`config.mk`:
```
export PLATFORM = sky130hd
export DESIGN_NAME = jump_ctrl_seq
export DESIGN_NICKNAME = d
export VERILOG_FILES = /design/src/rtl/jump_ctrl_seq.sv
export SDC_FILE = /design/constraint.sdc
export NUM_CORES = 1
export LEC_CHECK = 0
export ABC_CLOCK_PERIOD_IN_PS = 5370
export CORE_ASPECT_RATIO = 1.2
export CORE_UTILIZATION = 35
export CTS_BUF_LIST = sky130_fd_sc_hd__clkbuf_2 sky130_fd_sc_hd__clkbuf_4 sky130_fd_sc_hd__clkbuf_8
export DETAILED_ROUTE_END_ITERATION = 16
export PLACE_DENSITY = 0.91
export SYNTH_ARGS = -nofsm -noshare
export SYNTH_HDL_FRONTEND = slang
export SYNTH_SLANG_ARGS = --single-unit
```
`constraint.sdc`:
```
create_clock -name clk -period 5.37 [get_ports clk]
set_input_delay 0.8055 -clock clk [delete_from_list [all_inputs] [get_ports clk]]
set_output_delay 0.8055 -clock clk [all_outputs]
set_load 0.05 [all_outputs]
```
`src/rtl/jump_ctrl_seq.sv`:
```
// jump_ctrl_seq -- hardwired control-step sequencer for the Mini SRC datapath.
//
// Drives the instruction fetch (T0..T2) and the execute steps of the jump/branch
// class (jal, jr, br) straight into the Datapath control inputs.
//
// Build option:
//   SEQ_HALT_EN  when defined, the halt opcode parks the machine in HALT (step=8)
//                until clr; when undefined, halt is decoded as an illegal opcode
//                and the HALT state does not exist.
//
// Parameters:
//   WIDTH     IR width; opcode = ir[WIDTH-1 -: 5], Ra = ir[WIDTH-6 -: 4]
//   MEM_WAIT  extra cycles T1 is held for the RAM read (0..15)
//   LINK_REG  register index written by jal
//
// Ports:
//   clk       rising-edge clock
//   clr       synchronous active-high reset
//   run       permit start of next instruction (sampled in IDLE and final steps)
//   ir        instruction register contents (IRdataout), sampled only in T3
//   con_ff    branch condition flop output, sampled only in T6
//   PCout .. Zlowout  datapath control strobes
//   link_in   write enable for register LINK_REG
//   link_sel  constant LINK_REG
//   step      current state encoding
//   done      one-cycle pulse in the final step of an instruction
//   illegal   one-cycle pulse when a non-jump opcode is decoded
module jump_ctrl_seq #(
  parameter int WIDTH    = 32,
  parameter int MEM_WAIT = 0,
  parameter int LINK_REG = 15
) (
  input  logic             clk,
  input  logic             clr,
  input  logic             run,
  input  logic [WIDTH-1:0] ir,
  input  logic             con_ff,
  output logic             PCout,
  output logic             MARin,
  output logic             IncPC,
  output logic             Read,
  output logic             MDRin,
  output logic             MDRout,
  output logic             IRin,
  output logic             PCin,
  output logic             Gra,
  output logic             Rout,
  output logic             CONin,
  output logic             Yin,
  output logic             Cout,
  output logic             Zin,
  output logic             Zlowout,
  output logic             link_in,
  output logic [3:0]       link_sel,
  output logic [3:0]       step,
  output logic             done,
  output logic             illegal
);

  if (MEM_WAIT < 0 || MEM_WAIT > 15) begin : g_bad_mem_wait
    $error("jump_ctrl_seq: MEM_WAIT must be in 0..15");
  end

  typedef enum logic [3:0] {
    S_IDLE = 4'd0,
    S_T0   = 4'd1,
    S_T1   = 4'd2,
    S_T2   = 4'd3,
    S_T3   = 4'd4,
    S_T4   = 4'd5,
    S_T5   = 4'd6,
    S_T6   = 4'd7
`ifdef SEQ_HALT_EN
    ,
    S_HALT = 4'd8
`endif
  } state_t;

  // Instruction kind remembered past T3 so later steps never look at ir again.
  typedef enum logic [1:0] {
    K_NONE = 2'd0,
    K_JAL  = 2'd1,
    K_BR   = 2'd2
  } kind_t;

  localparam logic [4:0] OP_BR   = 5'b10010;
  localparam logic [4:0] OP_JR   = 5'b10011;
  localparam logic [4:0] OP_JAL  = 5'b10100;
`ifdef SEQ_HALT_EN
  localparam logic [4:0] OP_HALT = 5'b11010;
`endif

  localparam logic [3:0] WAIT_LAST = 4'(MEM_WAIT);

  state_t     state;
  kind_t      kind;
  logic [3:0] wcnt;
  logic [4:0] opcode;

  assign opcode = ir[WIDTH-1 -: 5];

  // Register fields are selected inside the datapath via Gra, not here.
  logic unused_ir_fields;
  assign unused_ir_fields = ^ir[WIDTH-6:0];

  always_ff @(posedge clk) begin
    if (clr) begin
      state <= S_IDLE;
      kind  <= K_NONE;
      wcnt  <= '0;
    end else begin
      case (state)
        S_IDLE: if (run) state <= S_T0;
        S_T0: begin
          state <= S_T1;
          wcnt  <= '0;
        end
        S_T1: begin
          if (wcnt == WAIT_LAST) begin
            state <= S_T2;
          end else if (wcnt != 4'hF) begin
            wcnt <= wcnt + 4'd1;
          end
        end
        S_T2: state <= S_T3;
        S_T3: begin
          case (opcode)
            OP_JAL: begin
              kind  <= K_JAL;
              state <= S_T4;
            end
            OP_BR: begin
              kind  <= K_BR;
              state <= S_T4;
            end
`ifdef SEQ_HALT_EN
            OP_HALT: state <= S_HALT;
`endif
            // jr completes here; anything else is illegal and also ends here.
            default: state <= run ? S_T0 : S_IDLE;
          endcase
        end
        S_T4: begin
          if (kind == K_BR) state <= S_T5;
          else              state <= run ? S_T0 : S_IDLE;
        end
        S_T5: state <= S_T6;
        S_T6: state <= run ? S_T0 : S_IDLE;
`ifdef SEQ_HALT_EN
        S_HALT: state <= S_HALT;
`endif
        default: state <= S_IDLE;
      endcase
    end
  end

  // Strobes follow the state register; T3 additionally decodes the freshly
  // loaded IR, and T6 gates PCin with the branch condition.
  always_comb begin
    PCout   = 1'b0;
    MARin   = 1'b0;
    IncPC   = 1'b0;
    Read    = 1'b0;
    MDRin   = 1'b0;
    MDRout  = 1'b0;
    IRin    = 1'b0;
    PCin    = 1'b0;
    Gra     = 1'b0;
    Rout    = 1'b0;
    CONin   = 1'b0;
    Yin     = 1'b0;
    Cout    = 1'b0;
    Zin     = 1'b0;
    Zlowout = 1'b0;
    link_in = 1'b0;
    done    = 1'b0;
    illegal = 1'b0;
    case (state)
      S_T0: begin
        PCout = 1'b1;
        MARin = 1'b1;
      end
      S_T1: begin
        Read  = 1'b1;
        MDRin = 1'b1;
        IncPC = (wcnt == 4'd0);
      end
      S_T2: begin
        MDRout = 1'b1;
        IRin   = 1'b1;
      end
      S_T3: begin
        case (opcode)
          OP_JR: begin
            Gra  = 1'b1;
            Rout = 1'b1;
            PCin = 1'b1;
            done = 1'b1;
          end
          OP_JAL: begin
            PCout   = 1'b1;
            link_in = 1'b1;
          end
          OP_BR: begin
            Gra   = 1'b1;
            Rout  = 1'b1;
            CONin = 1'b1;
          end
`ifdef SEQ_HALT_EN
          OP_HALT: ;
`endif
          default: illegal = 1'b1;
        endcase
      end
      S_T4: begin
        if (kind == K_JAL) begin
          Gra  = 1'b1;
          Rout = 1'b1;
          PCin = 1'b1;
          done = 1'b1;
        end else begin
          PCout = 1'b1;
          Yin   = 1'b1;
        end
      end
      S_T5: begin
        Cout = 1'b1;
        Zin  = 1'b1;
      end
      S_T6: begin
        Zlowout = 1'b1;
        PCin    = con_ff;
        done    = 1'b1;
      end
      default: ;
    endcase
  end

  assign step     = state;
  assign link_sel = 4'(LINK_REG);

endmodule

```
; After elaboration in Yosys (flattened, before gate mapping)
; Cells that the tools add are included.
; W data, S select, Z words.
[word_totals]
ff_bits = 10
latch_bits = 0
ram_bits = 0
romBits = 0
elab_cells = 62
n_memories = 0
[classes]
add_sub_neg = 1
multipliers = 0
n_div = 0
n_lt_le_gt_ge = 0
n_eq_ne = 17
shift = 0
n_mux = 31
bitwise_logic = 0
n_reduce_logical = 10
[op_table]
columns = operator, count
row1 = $pmux W4 S8, 1
row2 = $mux W1, 18
row3 = $eq A4 B3 Y1 const B, 4
row4 = $mux W4, 4
row5 = $eq A5 B5 Y1 const B, 3
row6 = $pmux W1 S3, 3
row7 = $eq A4 B2 Y1 const B, 2
row8 = $logic_not A4 Y1, 2
row9 = $ne A2 B2 Y1 const B, 4
row10 = $pmux W4 S2, 1
row11 = $mux W3, 2
row12 = $add A4 B1 Y4 const B, 1
row13 = $eq A4 B1 Y1 const B, 1
row14 = $ne A4 B4 Y1 const B, 1
row15 = $pmux W2 S2, 1
row16 = $reduce_and A2 Y1, 2
row17 = $reduce_bool A2 Y1, 2
row18 = $reduce_or A2 Y1, 2
row19 = $reduce_and A3 Y1, 1
row20 = $reduce_or A3 Y1, 1
row21 = $eq A2 B1 Y1 const B, 1
row22 = $eq A2 B2 Y1 const B, 1
row23 = $pmux W1 S2, 1

; Longest topological paths before layout
; Gate-level depths: netlist of the first run.
[depth]
word_depth = 4
mapped_depth = 6
mapped_depth_nobuf = 6

; Least setup slack after synthesis of the first run
; Ideal clock, no wire load.
[synth_path]
kind = register to output
from = register state[2] (netlist: step[2])
to = output port PCout
t_arrival_ps = 3309
t_required_ps = 4564
setup_slack_ps = 1255
path_stages_with_launch = 4
n_path_buf = 0
cell_sequence = dfxtp_1 or3b_1 nor4_1 or3_1
[synth_via]
elab_chain_cells = 2
word_cells_on_any_way = 4
[synth_lines]
columns = item, line
row1 = from (decl), 95  ; state_t state;
row2 = from (signal assigned), 140  ; default: state <= run ? S_T0 : S_IDLE;
row3 = from (signal assigned), 145  ; else state <= run ? S_T0 : S_IDLE;
row4 = from (signal assigned), 148  ; S_T6: state <= run ? S_T0 : S_IDLE;
row5 = $eq A4 B3 Y1 or $eq A4 B1 Y1 (tied branches), 178  ; case (state)
row6 = $pmux W1 S3 (*), 178
row7 = to (decl), 38  ; output logic PCout,
; Mark *: on every way between the ends. The rest lies on a longest branch, timed or not.

; Final worst setup path of the first run
[layout_path]
from = input port ir[30]
to = output port Gra
[layout_via]
elab_chain_cells = 4
word_cells_on_any_way = 5
[layout_lines]
columns = item, line
row1 = from (decl), 36  ; input logic [WIDTH-1:0] ir,
row2 = $eq A5 B5 Y1, 193  ; case (opcode)
row3 = $reduce_or A2 Y1 (no source line) (*), --
row4 = $mux W1 (*), 193
row5 = $pmux W1 S2 (*), 178
row6 = to (decl), 46  ; output logic Gra,
; Marked as above.

==> results of run 1 <==
## layout by cell type (no fill, tap or decap), drive strengths merged, types with 4 or more instances in the layout
cell	count
clkdlybuf4s50	29
nor2	12
o21ai	7
nand2b	5
a21oi	7
clkbuf	4
conb	5
inv	9
nand2	8
dfxtp	9
## sequential cells by signal (all words and copies together), names as in the netlist
name  flops
wcnt      4
kind      2
step      3
## kinds of logic after synthesis
| logic type | share of synthesized area, % |
|---|---|
| buf+inv | 15.48 |
| compound gates | 20.92 |
| flops | 24.49 |
| fa+ha+maj | 3.401 |
| other cells | 1.021 |
| simple gates | 34.69 |
## metal layers
layer / global-route usage [%] / vias to the layer above / part of all wire (%)
li1: - / 399 / -
met1: 14.35 / 359 / 39
met2: 29.60 / 34 / 53
met3: 2.759 / 3 / 6.1
met4: 7.576 / 0 / 1.4
met5: 0 / - / 0
## layout make-up
type / count / share of cell area, %
repair buffers: 29 / 28.71
multi-input cells: 79 / 44.80
flip-flops and latches: 9 / 17.82
clock buffers: 4 / 2.970
inverters: 9 / 3.342
well taps: 19 / 2.351
## stage by stage
stage               total power (uW)  hold WS, ns
CTS                            325.8       0.5121
detailed placement             265.4       0.4997
floorplan                      219.5       0.4676
global placement               262.6       0.4849
global route                   338.5       0.5405
finish                         325.3       0.5087
## power by group
part / internal (uW) / total (uW) / switching [uW] / leakage (uW)
Sequential: 72.7 / 90.5 / 17.8 / 0.0000731
Combinational: 58.5 / 175 / 117 / 0.000331
Clock: 33.8 / 59.5 / 25.7 / 0.0000184
Total: 165 / 325 / 160 / 0.000422
## path summary, 6_finish.rpt
path | start | end | slack (ns) | cells past startpoint
max reg2reg | step[2] | kind[0] | 3.45 | 5
min reg2reg | kind[0] | kind[0] | 0.51 | 2
min | kind[0] | kind[0] | 0.51 | 2
max | ir[30] | Gra | 1.59 | 6
## worst register-to-register path, cell delays in order, from the launching register on
cell and delay, ns:
dfxtp_1 0.59, or3b_1 0.46, or3_1 0.36, or2_1 0.29
inv_2 0.07, nor3_1 0.04
==> impl_metrics.env, run 1 <==
export IMPL_hold_buffers=0
export IMPL_power_density_nw_per_um2=321.8
export IMPL_die_h_um=52.23
export IMPL_crit_path_max_fanout=3
export IMPL_worstHoldPathType="reg -> reg"
export IMPL_clkSlewWorstSetupHoldPaths_ns=0.06
export IMPL_htreeDepth=1
export IMPL_path_buf_inv=2
export IMPL_cpPeakStageDelay_ns=0.80
export IMPL_final_area_um2=1011
export IMPL_finalMaxSlewViolations=0
export IMPL_antenna_cells=0
export IMPL_layout_nets=169
export IMPL_wl_per_cell_um=11.66
export IMPL_critPathTopFamily="buffers and inverters"
export IMPL_hpwl_um=1320
export IMPL_cp_arrival_ns=2.97
export IMPL_slowest_stage="clkdlybuf4s50_1"
export IMPL_outcome="finished, final reports clean"
export IMPL_syn_avg_cell_area_um2=6.941
export IMPL_ir_drop_uv=192.1
export IMPL_detail_route_iter0_violations=25
export IMPL_clkSinkCount=9
export IMPL_slew_headroom_pct=66.59
export IMPL_regArea_um2=180.2
export IMPL_num_vias=795
export IMPL_port_buffers=29
export IMPL_yosys_top_cells_area="dfxtp_1 (24%), buf_4 (9.2%), nor2_1 (6.1%), a21oi_1 (4.8%), nand2b_1 (4.3%)"
export IMPL_synth_seq_cells=9
export IMPL_period_share_pct=70.30
export IMPL_ant_nets=0
export IMPL_mappedNetlistArea_um2=735.7
export IMPL_crit_top_cell="clkdlybuf4s50_1"
export IMPL_grt_max_degree=16
export IMPL_yosysWarnings=0
export IMPL_io_pins=62
export IMPL_setup_ws_ns=1.595
export IMPL_cts_root_buffer="clkbuf_4"
export IMPL_crit_required_ns=4.56
export IMPL_synth_commonest_cells="nor2_1 (12), buf_4 (9), dfxtp_1 (9)"
export IMPL_synth_cell_type_count=34
export IMPL_final_cell_count_no_fill=149
export IMPL_coreArea_um2=1914
export IMPL_finalSetupTns_ns=0
export IMPL_clk_path_buf_depth=2
export IMPL_end_kind="primary output"
export IMPL_rows=17
export IMPL_fin_worst_skew_ns=0.0008187
export IMPL_die_w_um=43.86
export IMPL_yosysSeqAreaShare_pct=24.49
export IMPL_synth_largest_area_cell="dfxtp_1"
export IMPL_insertion_delay_ns=0.27
export IMPL_start_util_pct=38.43
export IMPL_setup_violations=0
export IMPL_drtPass1Iterations=6
export IMPL_synthFlopType="dfxtp_1"
export IMPL_first_global_vias=665
export IMPL_worst_pin_slew_ns=0.4996
export IMPL_syn_inst=106
export IMPL_yosysMostFrequentCell="nor2_1"
export IMPL_synth_edff_count=0
export IMPL_post_cts_buffers=0
export IMPL_multi_input_area_um2=452.9
export IMPL_antenna_found_initial=0
export IMPL_grt_usage_pct=15.01
export IMPL_synth_top_area_share_pct=24.49
export IMPL_hold_viol_final=0
export IMPL_dpl_instance_area_um2=980.9
export IMPL_rsz0062_at_grt="no"
export IMPL_fillCellCount=186
export IMPL_cts_resized=0
export IMPL_overflow=0
export IMPL_p_leak_uw=0.0004224
export IMPL_utilization_pct=52.81
export IMPL_die_area_um2=2290
export IMPL_ys_async_sr_fraction_pct=0
export IMPL_cts_inserted_buffers=3
export IMPL_syn_to_final_growth_pct=37.41
export IMPL_dp_slack_ns=1.597
export IMPL_cap_violations=0
export IMPL_max_freq_mhz=264.9
export IMPL_dp_cells=145
export IMPL_grt_pass1_wl_um=2594
export IMPL_drcViolationCount=0
export IMPL_start_kind="input port"
export IMPL_cts_tree="yes"
export IMPL_drive_gt1_share_pct=6.154
export IMPL_routed_wirelength_um=1738
export IMPL_post_route_min_period_ns=3.775
export IMPL_globalplace_congestion=0.7957
export IMPL_path_class="in -> out"
export IMPL_path_cells="clkdlybuf4s50_1, nand2b_1, or3_1, or2_1, nand2_1, clkdlybuf4s50_1"
export IMPL_viasPerCell=5.336
Note: power is estimated with default switching activity, not from simulation.
==> inputs of run 2 (changes only) <==
ABC_CLOCK_PERIOD_IN_PS = 3600   (was 5370)
CORE_UTILIZATION = 33   (was 35)
PLACE_DENSITY = 0.87   (was 0.91)
clock period = 3.6 ns   (was 5.37 ns; I/O delays follow)
==> impl_metrics.env, run 2 (synthesis results as in run 1) <==
export IMPL_grt_usage_pct=16.30
export IMPL_period_share_pct=90.87
export IMPL_ir_drop_uv=362.1
export IMPL_clkSinkCount=9
export IMPL_p_seq_share_pct=26.1
export IMPL_switchingPower_uw=239.6
export IMPL_worstHoldPathType="reg -> reg"
export IMPL_p_clk_share_pct=18.1
export IMPL_cts_inserted_buffers=3
export IMPL_power_density_nw_per_um2=470.9
export IMPL_m1WireLength_um=682
export IMPL_cp_arrival_ns=2.73
export IMPL_cts_root_buffer="clkbuf_4"
export IMPL_fin_worst_skew_ns=0.003359
export IMPL_path_class="reg -> out"
export IMPL_start_kind="flop"
export IMPL_cts_tree="yes"
export IMPL_dpl_instance_area_um2=1008
export IMPL_clkSlewWorstSetupHoldPaths_ns=0.06
export IMPL_clk_path_buf_depth=2
export IMPL_power_total_uw=489.0
export IMPL_port_buffers=29
export IMPL_detail_route_iter0_violations=8
export IMPL_die_w_um=45.10
export IMPL_met3_length_um=79
export IMPL_rsz0062_at_grt="no"
export IMPL_die_h_um=53.72
export IMPL_hold_buffers=0
export IMPL_drcViolationCount=0
export IMPL_top_register="wcnt"
export IMPL_layout_nets=170
export IMPL_final_area_um2=1039
export IMPL_overflow=0
export IMPL_swShare_pct=48.99
export IMPL_routed_wirelength_um=1814
export IMPL_top_layer_used="met4"
export IMPL_finalMaxSlewViolations=0
export IMPL_io_pins=62
export IMPL_p_leak_uw=0.0004278
export IMPL_coreArea_um2=2072
export IMPL_dp_cells=157
export IMPL_globalplace_congestion=0.7651
export IMPL_wl_per_cell_um=11.27
export IMPL_antenna_cells=0
export IMPL_outcome="finished, final reports clean"
export IMPL_first_global_vias=739
export IMPL_dr_wl_met2_um=992
export IMPL_largest_reg_flops=4
export IMPL_antenna_found_initial=0
export IMPL_start_util_pct=35.51
export IMPL_internal_power_uw=249.4
export IMPL_final_cell_count_no_fill=161
export IMPL_grt_pass1_wl_um=2849
export IMPL_htreeDepth=1
export IMPL_finalSetupTns_ns=0
export IMPL_p_comb_share_pct=55.8
export IMPL_layout_common_cells="clkdlybuf4s50_1 (29), nor2_1 (12), dfxtp_1 (9), nand2_1 (8)"
export IMPL_post_route_min_period_ns=3.271
export IMPL_crit_path_max_fanout=14
export IMPL_insertion_delay_ns=0.27
export IMPL_crit_required_ns=3.06
export IMPL_num_vias=790
export IMPL_grt_max_degree=15
export IMPL_die_area_um2=2423
export IMPL_whs_path_depth=2
export IMPL_cap_violations=0
export IMPL_syn_to_final_growth_pct=41.16
export IMPL_viasPerCell=4.907
export IMPL_hold_viol_final=0
export IMPL_end_kind="primary output"
export IMPL_hpwl_um=1404
export IMPL_ant_nets=0
export IMPL_drtPass1Iterations=4
export IMPL_max_freq_mhz=305.7
export IMPL_drive_gt1_share_pct=7.634
export IMPL_post_cts_buffers=0
export IMPL_final_common_cell="clkdlybuf4s50_1"
export IMPL_rr_worst_depth=5
export IMPL_cts_resized=0
export IMPL_setup_violations=0
export IMPL_rows=18
[run 2: path summary, 6_finish.rpt]
kind                                end     from  slack, ns
worst max-delay path               Rout  step[1]       0.33
worst min-delay path            kind[0]  kind[0]       0.51
worst max register to register  wcnt[3]  step[1]       1.70
worst min register to register  kind[0]  kind[0]       0.51
[run 2: cell type report]
| class | count | area (um^2) |
|---|---|---|
| Fill cell | 232 | 1033 |
| Clock buffer | 4 | 30.03 |
| Tap cell | 30 | 37.54 |
| Timing Repair Buffer | 30 | 297.8 |
| Multi-Input combinational cell | 79 | 459.2 |
| Sequential cell | 9 | 180.2 |
| Inverter | 9 | 33.78 |
[run 2: power by group through the flow]
stage	clock [uW]	combinational, uW	sequential, uW
CTS	89.0	275	128
floorplan	0	182	146
global placement	0	269	128
finish	88.7	273	127
detailed placement	0	273	130
global route	93.1	289	130
[run 2: metrics by stage]
| stage | setup WS, ns | hold WS, ns | utilization [%] |
|---|---|---|---|
| 6_report | 0.3288 | 0.5141 | 50.12 |
| 5_1_grt | 0.2260 | 0.5417 | 50.12 |
| 2_1_floorplan | 0.4013 | 0.4676 | - |
| 3_5_place_dp | 0.3412 | 0.5030 | 48.67 |
| 3_3_place_gp | 0.3632 | 0.4870 | 48.67 |
| 4_1_cts | 0.3184 | 0.5149 | 50.12 |
[run 2: critical path: stages (launching register included)]
cell and delay [ns]:
dfxtp_1 0.44, or3b_1 0.46, or3_1 0.37, or2_1 0.29, nand2_1 0.10, clkdlybuf4s50_1 0.80
[run 2: layer usage]
metal  vias to the layer above  track usage [%]
li1                        400                -
met1                       358            14.66
met2                        24            30.68
met3                         8            2.013
met4                         0            15.15
met5                         -                0
==> inputs of run 3 (changes only) <==
GPL_ROUTABILITY_DRIVEN = 0   (was unset)
==> results of run 3 <==
The final DEF is identical to that of run 2; final timing and power are the same.
